File: config.mk
export PLATFORM = sky130hd
export DESIGN_NAME = lp_input_bram_loader
export DESIGN_NICKNAME = d
export VERILOG_FILES = /design/src/rtl/lp_input_bram_loader.sv
export SDC_FILE = /design/constraint.sdc
export NUM_CORES = 1
export LEC_CHECK = 0
export ABC_CLOCK_PERIOD_IN_PS = 4340
export BUFFER_PORTS_ARGS = -buffer_cell sky130_fd_sc_hd__buf_2
export CORE_MARGIN = 2
export CORE_UTILIZATION = 45
export DETAILED_ROUTE_END_ITERATION = 7
export PLACE_DENSITY_LB_ADDON = 0.15
export SYNTH_ARGS = -nofsm -noshare
export SYNTH_HDL_FRONTEND = slang
export SYNTH_SLANG_ARGS = --single-unit
File: constraint.sdc
create_clock -name clk -period 4.34 [get_ports clk]
set_clock_uncertainty 0.1 [all_clocks]
set_input_delay 0 -clock clk [delete_from_list [all_inputs] [get_ports clk]]
set_output_delay 0 -clock clk [all_outputs]
set_load 0.01 [all_outputs]
File: src/rtl/lp_input_bram_loader.sv
// Streaming loader for the linear-projection input BRAM: pairs stream words into
// simultaneous even (port A) / odd (port B) writes, closing odd counts with a duplicated tail.
module lp_input_bram_loader #(
  parameter int DATA_WIDTH = 64,
  parameter int ADDR_WIDTH = 8
) (
  input  logic                  clk,
  input  logic                  rst_n,
  input  logic                  start,
  input  logic [ADDR_WIDTH:0]   num_words,
  input  logic                  s_valid,
  input  logic [DATA_WIDTH-1:0] s_data,
  output logic                  s_ready,
  output logic                  in_mat_ena,
  output logic                  in_mat_wea,
  output logic [ADDR_WIDTH-1:0] in_mat_wr_addra,
  output logic [DATA_WIDTH-1:0] in_mat_dina,
  output logic                  in_mat_enb,
  output logic                  in_mat_web,
  output logic [ADDR_WIDTH-1:0] in_mat_wr_addrb,
  output logic [DATA_WIDTH-1:0] in_mat_dinb,
  output logic                  busy,
  output logic                  done
);

  localparam int CW = ADDR_WIDTH + 1;
  localparam logic [CW-1:0] MAX_WORDS = {1'b1, {ADDR_WIDTH{1'b0}}};

  typedef enum logic [1:0] {
    IDLE = 2'd0,
    EVEN = 2'd1,
    ODD  = 2'd2
  } state_t;

  state_t                state_reg, state_next;
  logic [CW-1:0]         n_reg, n_next;
  logic [ADDR_WIDTH-1:0] idx_reg, idx_next;
  logic [DATA_WIDTH-1:0] hold_reg, hold_next;
  logic                  wr_reg, wr_next;
  logic                  done_reg, done_next;
  logic                  busy_reg, busy_next;
  logic [ADDR_WIDTH-1:0] addra_reg, addra_next;
  logic [ADDR_WIDTH-1:0] addrb_reg, addrb_next;
  logic [DATA_WIDTH-1:0] dina_reg, dina_next;
  logic [DATA_WIDTH-1:0] dinb_reg, dinb_next;

  logic [CW-1:0] two_i, two_i_p1, two_i_p2, clamped;
  logic          handshake;

  // Pair arithmetic is done one bit wider than the address so that N = 2^ADDR_WIDTH compares cleanly.
  assign two_i     = {idx_reg, 1'b0};
  assign two_i_p1  = two_i + CW'(1);
  assign two_i_p2  = two_i + CW'(2);
  assign clamped   = (num_words > MAX_WORDS) ? MAX_WORDS : num_words;
  assign s_ready   = (state_reg == EVEN) || (state_reg == ODD);
  assign handshake = s_valid && s_ready;

  // State and output registers
  always_ff @(posedge clk or negedge rst_n) begin
    if (!rst_n) begin
      state_reg <= IDLE;
      n_reg     <= '0;
      idx_reg   <= '0;
      hold_reg  <= '0;
      wr_reg    <= 1'b0;
      done_reg  <= 1'b0;
      busy_reg  <= 1'b0;
      addra_reg <= '0;
      addrb_reg <= '0;
      dina_reg  <= '0;
      dinb_reg  <= '0;
    end else begin
      state_reg <= state_next;
      n_reg     <= n_next;
      idx_reg   <= idx_next;
      hold_reg  <= hold_next;
      wr_reg    <= wr_next;
      done_reg  <= done_next;
      busy_reg  <= busy_next;
      addra_reg <= addra_next;
      addrb_reg <= addrb_next;
      dina_reg  <= dina_next;
      dinb_reg  <= dinb_next;
    end
  end

  // Next-state logic
  always_comb begin
    state_next = state_reg;
    case (state_reg)
      IDLE: begin
        if (start && (num_words != '0)) state_next = EVEN;
      end
      EVEN: begin
        if (handshake) state_next = (two_i_p1 == n_reg) ? IDLE : ODD;
      end
      ODD: begin
        if (handshake) state_next = (two_i_p2 == n_reg) ? IDLE : EVEN;
      end
      default: state_next = IDLE;
    endcase
  end

  // Datapath and registered-output next values
  always_comb begin
    n_next     = n_reg;
    idx_next   = idx_reg;
    hold_next  = hold_reg;
    wr_next    = 1'b0;
    done_next  = 1'b0;
    addra_next = addra_reg;
    addrb_next = addrb_reg;
    dina_next  = dina_reg;
    dinb_next  = dinb_reg;
    case (state_reg)
      IDLE: begin
        if (start) begin
          if (num_words == '0) begin
            done_next = 1'b1;
          end else begin
            n_next   = clamped;
            idx_next = '0;
          end
        end
      end
      EVEN: begin
        if (handshake) begin
          hold_next = s_data;
          // Odd tail: duplicate the last word on both ports at the same address.
          if (two_i_p1 == n_reg) begin
            wr_next    = 1'b1;
            done_next  = 1'b1;
            addra_next = two_i[ADDR_WIDTH-1:0];
            addrb_next = two_i[ADDR_WIDTH-1:0];
            dina_next  = s_data;
            dinb_next  = s_data;
          end
        end
      end
      ODD: begin
        if (handshake) begin
          wr_next    = 1'b1;
          addra_next = two_i[ADDR_WIDTH-1:0];
          addrb_next = two_i_p1[ADDR_WIDTH-1:0];
          dina_next  = hold_reg;
          dinb_next  = s_data;
          idx_next   = idx_reg + ADDR_WIDTH'(1);
          if (two_i_p2 == n_reg) done_next = 1'b1;
        end
      end
      default: ;
    endcase
  end

  assign busy_next = (state_next != IDLE);

  assign in_mat_ena      = wr_reg;
  assign in_mat_wea      = wr_reg;
  assign in_mat_enb      = wr_reg;
  assign in_mat_web      = wr_reg;
  assign in_mat_wr_addra = addra_reg;
  assign in_mat_wr_addrb = addrb_reg;
  assign in_mat_dina     = dina_reg;
  assign in_mat_dinb     = dinb_reg;
  assign busy            = busy_reg;
  assign done            = done_reg;

endmodule

; ---- Word level (Yosys, flattened, before mapping)
; Cells that the tools add are included.
; W data, S select, Z words.
[totals]
reg_bits = 230
in_bits = 77
wordCells = 70
[op_classes]
add_sub_neg = 3
magnitude_cmp = 1
n_eq_ne = 9
mux = 32
bitwise = 1
n_reduce_logical = 13
[op_table]
columns = operator, n
row1 = $mux W64, 4
row2 = $pmux W64 S2, 2
row3 = $mux W8, 7
row4 = $pmux W8 S2, 3
row5 = $eq A9 B9 Y1, 2
row6 = $add A9 B1 Y9 const B, 1
row7 = $add A9 B2 Y9 const B, 1
row8 = $gt A9 B9 Y1 const B, 1
row9 = $logic_not A9 Y1, 1
row10 = $mux W9, 1
row11 = $reduce_bool A9 Y1, 1
row12 = $add A8 B1 Y8 const B, 1
row13 = $mux W1, 8
row14 = $mux W2, 4
row15 = $ne A2 B2 Y1 const B, 4
row16 = $reduce_and A4 Y1, 2
row17 = $pmux W2 S3, 1
row18 = $reduce_bool A2 Y1, 3
row19 = $pmux W1 S3, 1
row20 = $reduce_and A3 Y1, 1
row21 = $eq A2 B1 Y1 const B, 1
row22 = $eq A2 B2 Y1 const B, 1
row23 = $logic_and A1 B1 Y1, 2
row24 = $logic_not A2 Y1, 1
row25 = other kinds (5), 5

; ---- Depth between registers and ports, before layout
; Gate-level depths: netlist (run 1).
[depth]
word_depth = 6
depth_mapped = 11
depth_no_buf = 8

; ---- Least setup slack after synthesis (run 1)
; Ideal clock, no wire load.
[synth_path]
path_type = register to register
start = register state_reg[1]
end = register dinb_reg[47] (netlist: in_mat_dinb[47])
setup_time_ns = 0.125
arrival_time_ns = 2.483
required_ns = 4.115
slack_ns = 1.632
stages_incl_launch_ff = 11
path_cell_list = dfrtp_1 > inv_1 > ha_1 > and3_1 > nand4_1 > or3_1 > a211o_1 > buf_6 > buf_6 > buf_6 > mux2_4
[synth_between]
elab_chain_len = 5
word_cells_on_any_way = 10
[synth_rtl]
columns = element, line
row1 = "start, declared", 35  ; state_t state_reg, state_next;
row2 = "start signal, assigned", 73  ; state_reg <= state_next;
row3 = $eq A2 B1 Y1 or $eq A2 B2 Y1 (tied branches), 55  ; assign s_ready = (state_reg == EVEN) || (state_reg == ODD);
row4 = $logic_or A1 B1 Y1 *, 55
row5 = net s_ready, 13  ; output logic s_ready,
row6 = $logic_and A1 B1 Y1 *, 56  ; assign handshake = s_valid && s_ready;
row7 = $ne A2 B2 Y1 (no line), -
row8 = $reduce_and A4 Y1 (no line) *, -
row9 = "end signal, assigned", 83  ; dinb_reg <= dinb_next;
row10 = "end, declared", 45  ; logic [DATA_WIDTH-1:0] dinb_reg, dinb_next;
; The timed path passes the listed nets; every way through them passes the cells marked *.
; A chain may end at the register's enable or synchronous reset.

; ---- Worst setup path after layout (run 1)
[layout_path]
start = register state_reg[1]
end = register dinb_reg[55] (netlist: in_mat_dinb[55])
[layout_between]
elab_chain_len = 5
word_cells_on_any_way = 10
[layout_rtl]
columns = element, line
row1 = $eq A2 B1 Y1 or $eq A2 B2 Y1 (tied branches), "55, 115"
row2 = $logic_or A1 B1 Y1, 55
row3 = $logic_and A1 B1 Y1, 56
row4 = $ne A2 B2 Y1 (no line), -
row5 = $reduce_and A4 Y1 (no line), -
; Parallel ways exist; a longest one is shown, timed or not.

==> metrics, run 1 <==
status complete, no violations; crit-path max FO 89; Synth Area per Inst 12.6 µm²; setup TNS 0 ns; DRT iter0 DRCs 316; synth top area cells dfrtp_1, mux2_2, mux2i_1; Vias/cell 4.98; RSZ-0062 raised after global routing false; Max VDD drop 373 µV; Syn Inst Count 758; largest net degree at the start of global routing 126; first-pass GRT wire length 34,500 µm; IO buf count 226; Post-route DRC 0; Root Driver clkbuf_16; Seq cells post-synth 222; number of global-route vias before repair 6,605; initial antenna violation count 0; multi-input logic area 3730 µm²; Final Wtd Congestion 0.773; DP Worst Slack 1.04 ns; Initial Util 0.457; CP Class flip-flop to flip-flop; CTS tree built; register area share after synthesis 0.580; Slew @ Worst Pin 1.04 ns; Ant. Diodes 0; final cell count without fillers 1,340; net count reported at finish 1,129; Leak 0.00585 µW; # Post-CTS Setup Buffers 0; area added between synthesis and finish 30.8%; critical path endpoint category flip-flop; cts bufs inserted 25; crit start category flip-flop; Final Cell Area 12,500 µm²; count of different cell masters after synthesis 44; Net Count, Synth 840; post-DR wirelength/cell 15.9 µm; Detailed Place HPWL 13,300 µm; placed cell areas 10,900 µm²; Inst Count DP 1,210; Sink Count 222; Post-synth ARST share 1.00; most common cell after layout, fill and taps aside buf_2; Routed Antenna Nets 0; fillcell total 1,755; Storage cell area 5560 µm²; pwr dens 718 nW/µm²; Routed WL 21,300 µm; Skew-Pair Late Insertion Delay 0.52 ns; Worst-path clk slew 0.05 ns; synth warn 0; Rel. slew slack 0.307; Clock Tree Buf Depth 3; final setup fails 0; Final WS setup 1.07 ns; die width 150 µm; most frequent cells in the layout buf_2, dfrtp_1, mux2_2; dominant synthesized flop cell dfrtp_1; Synth top area share 0.580; Final min period 3.27 ns; H-Tree Depth 1; Mapped Area 9580 µm²; # rows 53; Hold WC Path Type primary input to asynchronous set/reset pin; Post-synth EDFFs 0; Die Y 150 µm; final hold viol count 0; area leader, netlist dfrtp_1; Final period util 0.755; share of cells above drive strength 1 0.387; Worst Path Arrival 3.58 ns; max-cap violation count 0; via count 6,675; Core Area 21,000 µm²; DR pass1 iterations 4; Die Area 22,500 µm²; Overall Global Routing Usage 0.190; Req. time, crit path 4.64 ns; gr ovfl total 0; Pins Over Slew Limit 0; Util after Layout 0.598; I/O pin count 228; highest clock rate 0.305 GHz
[synth_stat cells, types with 2 or more instances]
| master | instances |
|---|---|
| dfrtp_1 | 222 |
| mux2_2 | 117 |
| nand2_1 | 86 |
| o21ai_0 | 82 |
| mux2i_1 | 64 |
| clkbuf_1 | 35 |
| mux2_4 | 18 |
| buf_4 | 11 |
| nand2b_1 | 9 |
| nand3_1 | 9 |
| a21oi_1 | 8 |
| a22o_1 | 8 |
| xnor2_1 | 8 |
| inv_1 | 7 |
| nor2_1 | 7 |
| nor3_1 | 7 |
| buf_2 | 6 |
| ha_1 | 5 |
| nand4_1 | 5 |
| a211o_1 | 4 |
| buf_6 | 4 |
| xor2_1 | 4 |
| a21o_1 | 3 |
| o31ai_1 | 3 |
| and3_1 | 2 |
| nor2b_1 | 2 |
| nor3b_1 | 2 |
| nor4_1 | 2 |
| o21a_1 | 2 |
| o22ai_1 | 2 |
[cells by family after synthesis]
group,synth area share
buffers and inverters,0.0333
AO/OA/AOI/OAI,0.0695
adder cells (fa/ha/maj),0.00653
XOR/XNOR,0.0127
AND/OR/NAND/NOR,0.0647
flip-flops,0.580
other,0.000392
multiplexers,0.233
[layout make-up]
class	instances	share of cell area
sequential	222	0.444
clock buffer	42	0.0622
timing repair buffer	319	0.165
inverter	7	0.00210
tap	275	0.0275
multi-input combinational	472	0.298
clock inverter	3	0.00150
[where the power goes]
part / internal [µW] / switching [µW]
registers: 3060 / 510
clock network: 1210 / 803
logic: 1700 / 1710
[worst max-delay path: stages (launching register included)]
cell	delay (ns)
dfrtp_1	0.44
inv_1	0.09
ha_1	0.45
and3_1	0.21
nand4_1	0.08
or3_1	0.38
a211o_4	0.68
buf_4	0.40
mux2_4	0.32
[metal layers]
metal / wire (µm) / up-vias / global-route usage
li1: - / 3236 / -
met4: 308 / 0 / 0.0415
met3: 1430 / 25 / 0.0485
met1: 9090 / 3245 / 0.250
met5: 0 / - / 0
met2: 10500 / 169 / 0.317
[worst paths after layout]
kind | start | endpoint | slack, ns | cells past startpoint
max in group asynchronous | rst_n | in_mat_dinb[42] | 2.91 | 3
hold reg to reg | in_mat_dina[36] | in_mat_dina[36] | 0.37 | 2
min in group clk | s_data[43] | in_mat_dinb[43] | 0.18 | 3
hold / removal | rst_n | n_reg[5] | 0.03 | 2
setup reg to reg | state_reg[1] | in_mat_dinb[55] | 1.07 | 8
setup / recovery | state_reg[1] | in_mat_dinb[55] | 1.07 | 8
[what timing repair did]
item / CTS / global route
hold endpoints to repair: 332 / 0
hold buffers: 85 / 0
endpoints found under the setup margin: 0 / 0
resized for setup: 0 / 0
[metrics by stage]
stage | power, µW | hold WS (ns)
4_1_cts | 9090 | 0.0897
6_report | 8990 | 0.0277
5_1_grt | 9630 | 0.127
3_5_place_dp | 6990 | 0.0521
3_3_place_gp | 6900 | 0.0618
2_1_floorplan | 5820 | -0.396
No activity file was read; power rests on OpenSTA's default activity.
==> inputs of run 2 (changes only) <==
- ABC_CLOCK_PERIOD_IN_PS: 4340 -> 3300
- clock period: 4.34 -> 3.3 ns (I/O delays scaled with it)
==> run 2 against run 1 <==
Effect of this change: total power is 33% higher; global-route usage decreased by 0.11 points; combinational power is 33% higher; critical path type unchanged; critical endpoint is now in_mat_dinb[59]; largest power group unchanged; highest routed layer unchanged.
==> metrics, run 2 (synthesized netlist as in run 1, its figures left out) <==
# Post-CTS Setup Buffers 0 (unchanged); Clock Tree Buf Depth 3 (unchanged); post-CTS sizing 0 (unchanged); Vias/cell 4.98 (about the same); # rows 53 (unchanged); critical path endpoint category flip-flop; Critical-path top delay cell a211o_4; Routed Antenna Nets 0 (unchanged); number of global-route vias before repair 6,736 (+2.0%); first-pass GRT wire length 34,500 µm (-0.24%); Leak 0.00592 µW (+1.1%); cts bufs inserted 25 (unchanged); cell breakdown of the critical path inv_1 -> ha_1 -> and3_1 -> nand4_1 -> or3_1 -> a211o_4 -> buf_4 -> mux2_4; post-DR wirelength/cell 15.9 µm (-0.15%); Detailed Place HPWL 13,700 µm (+2.5%); Req. time, crit path 3.58 ns (-1.06 ns); net count reported at finish 1,134 (+0.44%); Final min period 3.01 ns (-0.264 ns); Post-route DRC 0 (unchanged); crit-path max FO 27 (-70%); Ant. Diodes 0 (unchanged); fillcell total 1,709 (-2.6%); Root Driver clkbuf_16; Worst-path clk slew 0.06 ns (about the same); Skew-Pair Late Insertion Delay 0.51 ns (about the same); CP Class flip-flop to flip-flop; Max VDD drop 517 µV (+39%); Final Power 12,000 µW (+33%); status complete, no violations; most common cell after layout, fill and taps aside buf_2; Util after Layout 0.604 (+0.00651); gr ovfl total 0 (unchanged); Die Area 22,500 µm² (unchanged); Core Area 21,000 µm² (unchanged); DRT iter0 DRCs 186 (-41%); CTS tree built; Rel. slew slack 0.447 (+0.141); IO buf count 226 (unchanged); largest net degree at the start of global routing 83 (-34%); I/O pin count 228 (unchanged); Fin Hold WS 0.0359 ns (+0.00823 ns); setup TNS 0 ns (unchanged); Final Wtd Congestion 0.772 (-0.23%); Hold WC Path Type primary input to asynchronous set/reset pin; Storage cell area 5560 µm² (unchanged); initial antenna violation count 0 (unchanged); Max Used Layer met4; highest clock rate 0.332 GHz (+8.8%); pwr dens 945 nW/µm² (+32%); Final period util 0.912 (+0.158); Die Y 150 µm (unchanged); Routed WL 21,300 µm (+0.23%); via count 6,698 (+0.34%); H-Tree Depth 1 (unchanged); multi-input logic area 3730 µm² (unchanged); Overall Global Routing Usage 0.189 (-0.00107); die width 150 µm (unchanged); Worst Path Arrival 3.29 ns (-0.29 ns); Slew @ Worst Pin 0.829 ns (-0.211 ns); area added between synthesis and finish 32.2%; Initial Util 0.457 (unchanged); routed wl met3 1240 µm (-13%); max-cap violation count 0 (unchanged); final hold viol count 0 (unchanged); crit start category flip-flop; Sink Count 222 (unchanged); RSZ-0062 raised after global routing false; most frequent cells in the layout buf_2, dfrtp_1, mux2_2; DR pass1 iterations 4 (unchanged); final setup fails 0 (unchanged); Post-Route M1 WL 9470 µm (+4.2%); Pins Over Slew Limit 0 (unchanged); met2 WL post-DR 10,100 µm (-3.2%); Crit path largest cell delay 0.54 ns (-0.14 ns); share of cells above drive strength 1 0.392 (+0.00473)
-- run 2: worst paths after layout --
check / startpoint / endpoint / slack (ns) / cells after the start
worst max register to register: state_reg[1] / in_mat_dinb[59] / 0.29 / 8
min in group clk: s_data[16] / in_mat_dinb[16] / 0.18 / 3
worst min register to register: in_mat_dina[40] / in_mat_dina[40] / 0.37 / 2
max in group asynchronous: rst_n / in_mat_dina[36] / 2.70 / 3
worst max-delay path: state_reg[1] / in_mat_dinb[59] / 0.29 / 8
worst min-delay path: rst_n / in_mat_dina[2] / 0.04 / 3
-- run 2: report_power, final --
part / internal, µW / leakage, µW / switching, µW / total (µW)
registers: 4020 / 0.00271 / 676 / 4700
logic: 2280 / 0.00281 / 2270 / 4550
clock network: 1660 / 0.000401 / 1050 / 2720
total: 7970 / 0.00592 / 4000 / 12000
-- run 2: repair_timing --
item,in CTS,in global routing
setup endpoints to repair,0,0
endpoints found under the hold margin,429,0
hold buffers,85,0
-- run 2: layer usage --
metal  GRT usage  up-vias
met5           0        -
met2       0.312      169
met3      0.0466       33
li1            -     3237
met4      0.0500        0
met1       0.249     3259
-- run 2: through the flow --
stage / cells / setup WS [ns] / instance area [µm²]
floorplan: 758 / 0.592 / 9580
global placement: 1215 / 0.354 / 11000
detailed placement: 1215 / 0.290 / 11000
CTS: 1345 / 0.276 / 12700
global route: 1345 / 0.118 / 12700
finish: 1345 / 0.289 / 12700
-- run 2: cell type report --
| type | instances | share of cell area |
|---|---|---|
| repair buffers | 324 | 0.172 |
| inverters | 7 | 0.00208 |
| clock inverters | 8 | 0.00761 |
| clock buffers | 37 | 0.0569 |
| well taps | 275 | 0.0272 |
| multi-input cells | 472 | 0.295 |
| flip-flops and latches | 222 | 0.439 |
-- run 2: worst max-delay path, delay by kind of cell (launching register included) --
| kind | cells | cell delay (ns) |
|---|---|---|
| compound gates | 1 | 0.54 |
| fa+ha+maj | 1 | 0.44 |
| buf+inv | 2 | 0.38 |
| flops | 1 | 0.44 |
| mux | 1 | 0.31 |
| simple gates | 3 | 0.68 |
==> inputs of run 3 (changes only) <==
- ABC_CLOCK_PERIOD_IN_PS: 3300 -> 3000
- clock period: 3.3 -> 3 ns (I/O delays scaled with it)
==> run 3 against run 2 <==
Effect of this change: the flow now finishes with violations (hold timing); critical path type unchanged; total power is 8.4% higher; critical path depth is 1 lower; sequential share of layout area is 0.21 points higher.
==> metrics, run 3 (synthesized netlist as in run 1, its figures left out) <==
Post-route DRC 0 (unchanged); I/O pin count 228 (unchanged); Sink Count 222 (unchanged); number of global-route vias before repair 6,819 (+1.2%); die width 150 µm (unchanged); Fin Hold WS -0.0137 ns (-0.0497 ns); status complete, but fails checks; RSZ-0062 raised after global routing false; Worst R2R Path Depth 7 (-1); first-pass GRT wire length 34,500 µm (about the same); Routed WL 21,000 µm (-1.3%); final cell count without fillers 1,346 (+0.074%); Leak 0.00589 µW (-0.51%); IO buf count 226 (unchanged); Req. time, crit path 3.34 ns (-0.24 ns); share of cells above drive strength 1 0.392 (+0.000568); cts bufs inserted 25 (unchanged); multi-input logic area 3740 µm² (about the same); Final Power 13,000 µW (+8.4%); Detailed Place HPWL 13,500 µm (-1.4%); Critical-path top delay cell or4b_2; Initial Util 0.457 (unchanged); post-DR wirelength/cell 15.6 µm (-1.4%); final hold viol count 23 (+23); CTS tree built; DP Worst Slack 0.292 ns (+0.00228 ns); net count reported at finish 1,137 (+0.26%); Overall Global Routing Usage 0.188 (-0.00105); Core Area 21,000 µm² (unchanged); RR Endpoint done; Rel. slew slack 0.508 (+0.0603); crit start category flip-flop; Worst-path clk slew 0.06 ns (about the same); setup TNS 0 ns (unchanged); Vias/cell 5.03 (+0.94%); Slew @ Worst Pin 0.737 ns (-0.0920 ns); internal power 8600 µW (+7.9%); crit-path max FO 8 (-70%); CP Class flip-flop to flip-flop; # rows 53 (unchanged); via count 6,766 (+1.0%); critical path endpoint category flip-flop; final setup fails 0 (unchanged); sequential power share 0.397 (+0.004); Logic pwr share 0.385 (+0.004); Crit path largest cell delay 0.66 ns (+0.12 ns); largest net degree at the start of global routing 105 (+27%); Clock Tree Buf Depth 3 (unchanged); initial antenna violation count 0 (unchanged); most common cell after layout, fill and taps aside buf_2; Hold WC Path Type primary input to asynchronous set/reset pin; Storage cell area 5560 µm² (about the same); highest clock rate 0.355 GHz (+7.0%); Root Driver clkbuf_16; pwr dens 1030 nW/µm² (+8.9%); Pins Over Slew Limit 0 (unchanged); failing checks hold timing; reg2reg setup slack 0.19 ns (-0.10 ns); Sw Share 0.337 (+0.00305); R2R Path Start idx_reg[0]; DR pass1 iterations 4 (unchanged); Routed Antenna Nets 0 (unchanged); Max VDD drop 566 µV (+9.5%); DRT iter0 DRCs 280 (+51%); Inst Count DP 1,218 (+0.25%); Final Wtd Congestion 0.766 (-0.79%); Skew-Pair Late Insertion Delay 0.51 ns (about the same); gr ovfl total 0 (unchanged); Ant. Diodes 0 (unchanged); Worst Path Arrival 3.16 ns (-0.13 ns); area added between synthesis and finish 31.6%; Die Area 22,500 µm² (unchanged); Final min period 2.81 ns (-0.196 ns); Sw Pwr 4370 µW (+9.4%); cell breakdown of the critical path ha_2 -> or4b_2 -> o21ai_0 -> o21ai_1 -> a211o_1 -> a21oi_1 -> dlygate4sd3_1; Final WS setup 0.185 ns (-0.104 ns); fillcell total 1,731 (+1.3%); Clock Power Share 0.218 (-0.009); Die Y 150 µm (unchanged); max-cap violation count 0 (unchanged); # Post-CTS Setup Buffers 0 (unchanged); H-Tree Depth 1 (unchanged); Final period util 0.938 (+0.0259); most frequent cells in the layout buf_2, dfrtp_1, mux2_2
[run 3: stage by stage]
step	hold WS (ns)	utilization	cell area, µm²
after global routing	0.0446	0.602	12600
after detailed placement	-0.0439	0.524	11000
final	-0.0137	0.602	12600
after CTS	0.00835	0.601	12600
after floorplan	-0.396	-	9580
after global placement	-0.0527	0.524	11000
[run 3: per-layer routing]
| metal | part of all wire | wire length [µm] | up-vias | GRT usage |
|---|---|---|---|---|
| met2 | 0.48 | 10000 | 182 | 0.311 |
| met3 | 0.060 | 1270 | 37 | 0.0445 |
| met1 | 0.44 | 9320 | 3304 | 0.250 |
| met4 | 0.021 | 435 | 0 | 0.0472 |
| li1 | - | - | 3243 | - |
| met5 | 0 | 0 | - | 0 |
[run 3: final cells by class]
class                   instances  share of cell area
clock inverters                 3             0.00179
flip-flops and latches        222               0.441
clock buffers                  40              0.0589
repair buffers                327               0.173
multi-input cells             472               0.297
inverters                       7             0.00208
well taps                     275              0.0273
[run 3: worst max-delay path by stage]
stage                       from               to  slack (ns)  depth (start not counted)
floorplan           state_reg[1]  in_mat_dinb[47]        0.29                         10
global placement    state_reg[1]  in_mat_dinb[50]        0.33                          8
detailed placement  state_reg[1]  in_mat_dinb[47]        0.29                          8
CTS                   idx_reg[0]             done        0.04                          7
global route          idx_reg[0]             done        0.01                          7
finish                idx_reg[0]             done        0.19                          7
[run 3: timing repair]
action | CTS | global route
setup endpoints to repair | 0 | 1
gates resized for setup | 0 | 4
hold buffers | 85 | 0
hold endpoints to repair | 402 | 0
[run 3: worst max-delay path: cells and delay by family, from the launching register on]
| kind | cells | cell delay [ns] |
|---|---|---|
| AOI/OAI and AO/OA | 4 | 0.72 |
| and+or+nand+nor | 1 | 0.66 |
| buffers and inverters | 1 | 0.56 |
| DFF | 1 | 0.47 |
| adders and majority gates | 1 | 0.25 |
[run 3: power by group through the flow]
stage	combinational, µW	clock [µW]	sequential [µW]
3_5_place_dp	4970	0	5180
2_1_floorplan	2900	0	5510
5_1_grt	5510	3050	5330
3_3_place_gp	4890	0	5130
6_report	5000	2830	5150
4_1_cts	5060	2910	5150
